## src/rtl/farbborg_pwm_scan.sv

```systemverilog
// farbborg_pwm_scan: frame-buffer scanner and PWM generator for the LED cube.
// Reads one 64-bit word (8 brightness bytes) per 4-cycle slot and compares each
// byte against the running PWM level. It shifts the 8 compare bits into 8
// parallel chains, then latches the chains and drives output-enable and plane
// select, so that only one plane is lit at a time.
module farbborg_pwm_scan #(
    parameter int PLANES    = 16,
    parameter int PWM_MAX   = 254,
    parameter int BLANK_CYC = 4
) (
    input  logic        clk_i,
    input  logic        rst_i,
    input  logic        en_i,
    output logic [6:0]  ram_addr_o,
    input  logic [63:0] ram_data_i,
    output logic [7:0]  sdata_o,
    output logic        sclk_o,
    output logic        latch_o,
    output logic        oe_n_o,
    output logic [3:0]  plane_o,
    output logic        frame_o
);

    typedef enum logic [2:0] {
        IDLE,
        ADDR,
        DATA,
        SETUP,
        CLK,
        LATCH,
        BLANK
    } state_t;

    localparam logic [3:0] PLANE_LAST = 4'(PLANES - 1);
    localparam logic [7:0] PWM_LAST   = 8'(PWM_MAX);
    localparam logic [7:0] BLANK_LAST = 8'((BLANK_CYC > 0) ? BLANK_CYC - 1 : 0);

    state_t     state_q, state_d;
    logic [2:0] word_q, word_d;
    logic [7:0] pwm_q, pwm_d;
    logic [3:0] plane_q, plane_d;
    logic [7:0] blank_q, blank_d;
    logic [7:0] sdata_q, sdata_d;
    logic       sclk_q, sclk_d;
    logic       latch_q, latch_d;
    logic       oe_n_q, oe_n_d;
    logic       frame_q, frame_d;
    logic [7:0] cmp;

    // The address is the live {plane, word} counter pair, so it is already
    // valid in the first ADDR cycle and holds through DATA for the
    // registered RAM read.
    assign ram_addr_o = {plane_q, word_q};
    assign plane_o    = plane_q;
    assign sdata_o    = sdata_q;
    assign sclk_o     = sclk_q;
    assign latch_o    = latch_q;
    assign oe_n_o     = oe_n_q;
    assign frame_o    = frame_q;

    // Per-chain compare: a byte lights its LED while it exceeds the PWM level.
    always_comb begin
        cmp = '0;
        for (int k = 0; k < 8; k++) begin
            cmp[k] = (ram_data_i[8*k +: 8] > pwm_q);
        end
    end

    // Next-state and next-output logic for the scan sequencer.
    always_comb begin
        // NOTE: every signal gets a default before the case, so no path leaves
        // one unassigned and no latch is inferred.
        state_d = state_q;
        word_d  = word_q;
        pwm_d   = pwm_q;
        plane_d = plane_q;
        blank_d = blank_q;
        sdata_d = sdata_q;
        oe_n_d  = oe_n_q;
        frame_d = 1'b0;

        case (state_q)
            IDLE: begin
                oe_n_d = 1'b1;
                if (en_i) begin
                    state_d = ADDR;
                    word_d  = 3'd0;
                    pwm_d   = 8'd0;
                    plane_d = 4'd0;
                end
            end
            ADDR:  state_d = DATA;
            DATA: begin
                sdata_d = cmp;
                state_d = SETUP;
            end
            SETUP: state_d = CLK;
            CLK: begin
                word_d  = word_q + 3'd1;
                state_d = (word_q == 3'd7) ? LATCH : ADDR;
            end
            LATCH: begin
                if (!en_i) begin
                    state_d = IDLE;
                    oe_n_d  = 1'b1;
                end else if (pwm_q != PWM_LAST) begin
                    // Within a plane the LEDs are lit once the first step has
                    // been latched; this keeps the previous plane's data dark.
                    pwm_d   = pwm_q + 8'd1;
                    oe_n_d  = 1'b0;
                    state_d = ADDR;
                end else begin
                    pwm_d  = 8'd0;
                    oe_n_d = 1'b1;
                    if (plane_q == PLANE_LAST) begin
                        plane_d = 4'd0;
                        frame_d = 1'b1;
                    end else begin
                        plane_d = plane_q + 4'd1;
                    end
                    if (BLANK_CYC == 0) begin
                        state_d = ADDR;
                    end else begin
                        state_d = BLANK;
                        blank_d = BLANK_LAST;
                    end
                end
            end
            BLANK: begin
                if (blank_q == 8'd0) begin
                    state_d = ADDR;
                end else begin
                    blank_d = blank_q - 8'd1;
                end
            end
            default: state_d = IDLE;
        endcase

        sclk_d  = (state_d == CLK);
        latch_d = (state_d == LATCH);
    end

    // State and output registers; reset clears everything immediately.
    always_ff @(posedge clk_i or posedge rst_i) begin
        if (rst_i) begin
            state_q <= IDLE;
            word_q  <= 3'd0;
            pwm_q   <= 8'd0;
            plane_q <= 4'd0;
            blank_q <= 8'd0;
            sdata_q <= 8'd0;
            sclk_q  <= 1'b0;
            latch_q <= 1'b0;
            oe_n_q  <= 1'b1;
            frame_q <= 1'b0;
        end else begin
            // NOTE: non-blocking assignments so every register samples the
            // pre-edge values computed above, independent of statement order.
            state_q <= state_d;
            word_q  <= word_d;
            pwm_q   <= pwm_d;
            plane_q <= plane_d;
            blank_q <= blank_d;
            sdata_q <= sdata_d;
            sclk_q  <= sclk_d;
            latch_q <= latch_d;
            oe_n_q  <= oe_n_d;
            frame_q <= frame_d;
        end
    end

endmodule

```

## config.mk

```make
export PLATFORM = sky130hd
export DESIGN_NAME = farbborg_pwm_scan
export DESIGN_NICKNAME = d
export VERILOG_FILES = /design/src/rtl/farbborg_pwm_scan.sv
export SDC_FILE = /design/constraint.sdc
export NUM_CORES = 1
export LEC_CHECK = 0
export ABC_AREA = 1
export BUFFER_PORTS_ARGS = -buffer_cell sky130_fd_sc_hd__buf_2
export CAP_MARGIN = 20
export CORE_UTILIZATION = 54
export DETAILED_ROUTE_END_ITERATION = 12
export PLACE_DENSITY = 0.9
export SLEW_MARGIN = 20
export SYNTH_ARGS = -nofsm -noshare
export SYNTH_HDL_FRONTEND = slang
export SYNTH_SLANG_ARGS = --single-unit
```

## constraint.sdc

```tcl
create_clock -name clk_i -period 1.6 [get_ports clk_i]
set_input_delay 0.32 -clock clk_i [delete_from_list [all_inputs] [get_ports clk_i]]
set_output_delay 0.32 -clock clk_i [all_outputs]
set_load 0.02 [all_outputs]
```

==> metrics list <==
- Run status: finished clean
- The number of nets in the synthesized netlist is 597.
- Count of mapped cells out of synthesis: 460
* Startpoint type of the worst setup path: flip-flop
* Most frequently used flop master after synthesis: dfrtp_1
* Final-stage net count: 719
- The worst-case IR drop observed on VDD is 0.9609 mV.
- Detailed placement finished with a half-perimeter wire length of 6716 µm.
- Latest clock arrival within the worst-skew pair: 0.31 ns
- Cell at the root of the clock tree: clkbuf_8
- Maximum level of the CTS H-tree: 2
* Post-detailed-routing wire length: 9291 µm
* Final critical path time including I/O delays and setup: 1.595 ns
- The worst hold path belongs to the class input port to asynchronous set/reset pin.
- In this run the vertical extent of the chip is 81.64 µm.
- Number of buffers inserted by port buffering: 89
- Total via count after detailed routing: 3,508
- DRC violations left: 0
- Of the synthesized area, sequential elements account for 0.2780.
- Top cells by area, synth: dfrtp_1, ha_1, nand2_1, a21oi_1, inv_1
- Critical Path Fanout Max: 7
* Power density normalized to cell area: 1037 nW/µm²
* Cell accounting for the most synthesized area: dfrtp_1
- GPL Wtd Cong: 0.8872
- Setup violations, final: 0
- After synthesis, the share of flip-flops with an asynchronous set or reset is 1.000.
- Buffers inserted during clock tree synthesis total 5.
- In this run the mean area of a mapped cell was 7.445 µm².
- Critical path capture point type: flip-flop
- The final number of hold-violating endpoints was 0.
- Initial antenna violation count: 0
- The core region is 6026 µm².
- The count of nets left with antenna violations once routing finished came out at 0.
- Number of warning messages in the yosys log: 0
- Setup slack on the worst flop-to-flop path: 0.005 ns
- Die X: 81.64 µm
* GRT Util Overall: 0.2719
- In this run the tightest slew margin relative to its limit is 0.7462.
- On the final layout, the worst hold slack is 0.04156 ns.
* Number of maximum-capacitance violations: 0
- In the post-synthesis netlist, the cell with the most instances is nand2_1.
- The synthesized netlist contains 26 unique library cells.
- Data on the critical path is required at its endpoint by 1.84 ns.
- Using the TritonRoute via totals, the vias-per-cell ratio works out to 5.331.
- For this run, the top clock speed supported by timing is 0.6268 GHz.
* Number of I/O pins: 90
- Commonest cells in the synthesized netlist: nand2_1, ha_1, inv_1
- Setup repair after global routing could not meet its margin everywhere.
- In the final layout, the share of cells above drive strength 1 is 0.2744.
- For this design, the sink count on the clock tree is 38.
* Mapped cell area: 3425 µm²
* Synthesis-stage register bit count: 38
- Before antenna repair, the detailed router went through 4 iterations.
- The first global-routing pass estimated 13,830 µm of wire.
- Total inserted antenna cells: 0
- Maximum number of pins on one net before global-route repair: 39
- Relative to the synthesized area, the layout overhead comes to 27.51%.
- Number of buffers between clock root and the deepest sink: 2
- The number of global-route vias before repair came to 3,257.
- Slew at the pin closest to its max-slew limit: 0.3802 ns
- Data arrives at the worst endpoint at 1.83 ns.
- # fillers: 437
- For this block, the initial DRC count from the detailed router was 169.
- Number of hold buffers added after CTS: 0
- Final Slew Violations: 0
- Number of enable-type register cells in the synthesized netlist: 0
- Across the routed clock network, the largest skew measured is 0.01435 ns.
- Post-route clock period utilization: 0.9971
- The die covers 6664 µm².
* Area share of the largest cell type after synthesis: 0.2704
- Once layout is complete, the utilization of the core stands at 0.7247.
* Leftover overflow at the end of global routing: 0
- Summing internal, switching and leakage power gives 0.004529 W.
- After clock tree synthesis, the clock-pin slew on the worst setup and hold paths is 0.09 ns.
* Post-DR wirelength/cell: 14.12 µm
* TritonCTS clock tree: built
- The floorplan has 28 rows.
- For this configuration, the core starts out at a cell density of 0.5683.
- The critical path is of the flip-flop to flip-flop type.
- For this design the static power due to leakage is 2.351 nW.
state kept, by name (all words and copies together), names as in the netlist:
name / cells
blank_q: 8
plane_o: 4
oe_n_o: 1
latch_o: 1
pwm_q: 8
sdata_o: 8
word_q: 3
sclk_o: 1
state_q: 3
frame_o: 1
kinds of logic (layout without fill, tap and decap cells):
logic type,after synthesis,in the layout,share of synthesized area
AND/OR/NAND/NOR,204,204,0.2499
AO/OA/AOI/OAI,84,85,0.1345
adder cells (fa/ha/maj),70,70,0.2558
buffers and inverters,60,182,0.07161
flip-flops,38,38,0.2780
XOR/XNOR,4,4,0.01023
cell usage in the layout, fill, tap and decap left out, types with 3 or more instances in the layout:
cell and count:
buf_4 28, a21oi_1 39, nor2_1 33, o21ai_0 23, clkinvlp_4 3, inv_2 4
nand2_1 128, a21oi_2 4, xor2_1 3, nand3_1 18, buf_2 89, dfrtp_1 35
clkbuf_8 6, o21ai_1 7, nand2_2 3, nand3_2 3, inv_1 47, nor2_2 8
o21a_1 8, ha_1 70, nand4_1 5
layout make-up:
cell class                      instances  area, µm²  share of cell area
Tap cell                               75      93.84             0.02149
Inverter                               54      214.0             0.04900
Multi-Input combinational cell        363       2270              0.5198
Timing Repair Buffer                  120      691.9              0.1585
Sequential cell                        38      954.7              0.2186
Clock buffer                            6      82.58             0.01891
Clock inverter                          2      60.06             0.01375
stage by stage:
stage	worst slack [ns]	TNS [ns]	std cells	instance area, µm²
global placement	0.1167	0	632	4039
finish	0.004699	0	658	4367
CTS	0.007837	0	640	4182
floorplan	0.1630	0	460	3425
detailed placement	0.02863	0	632	4039
global route	-0.09707	-0.3108	658	4367
worst max-delay path: stages (launching register included):
cell and delay [ns]:
dfrtp_1 0.40, inv_1 0.07, buf_4 0.17, ha_1 0.33
nand2_1 0.09, o21ai_1 0.18, nand2_1 0.07, nand2_1 0.08
nand2_1 0.06, nand2_1 0.06
routing by layer:
| metal | track usage | vias up | wire [µm] |
|---|---|---|---|
| met5 | 0 | - | 0 |
| met4 | 0.1175 | 0 | 253 |
| met3 | 0.04333 | 25 | 550 |
| met2 | 0.5108 | 130 | 4739 |
| met1 | 0.2996 | 1587 | 3748 |
| li1 | - | 1766 | - |
power by group:
group          switching, W  total (W)  leakage (nW)  internal [W]
logic               0.00129    0.00209          1.78      0.000810
clock network      0.000368    0.00103        0.0714      0.000665
registers          0.000205    0.00140         0.498       0.00120
final timing paths:
kind / start / cells after the start / to
max: pwm_q[3]$_DFFE_PP0P_ / 9 / sdata_o[7]$_DFFE_PP0P_
min: rst_i / 3 / plane_o[3]$_DFFE_PP0P_
max reg2reg: pwm_q[3]$_DFFE_PP0P_ / 9 / sdata_o[7]$_DFFE_PP0P_
min reg2reg: sdata_o[6]$_DFFE_PP0P_ / 2 / sdata_o[6]$_DFFE_PP0P_
max in group asynchronous: rst_i / 3 / oe_n_o$_DFFE_PP1P_
min in group clk_i: en_i / 4 / word_q[0]$_DFFE_PP0P_
what timing repair did:
action	CTS	global route
gates resized for setup	0	24
endpoints found under the setup margin	0	16
buffers inserted	0	17
Note: power is estimated with default switching activity, not from simulation.
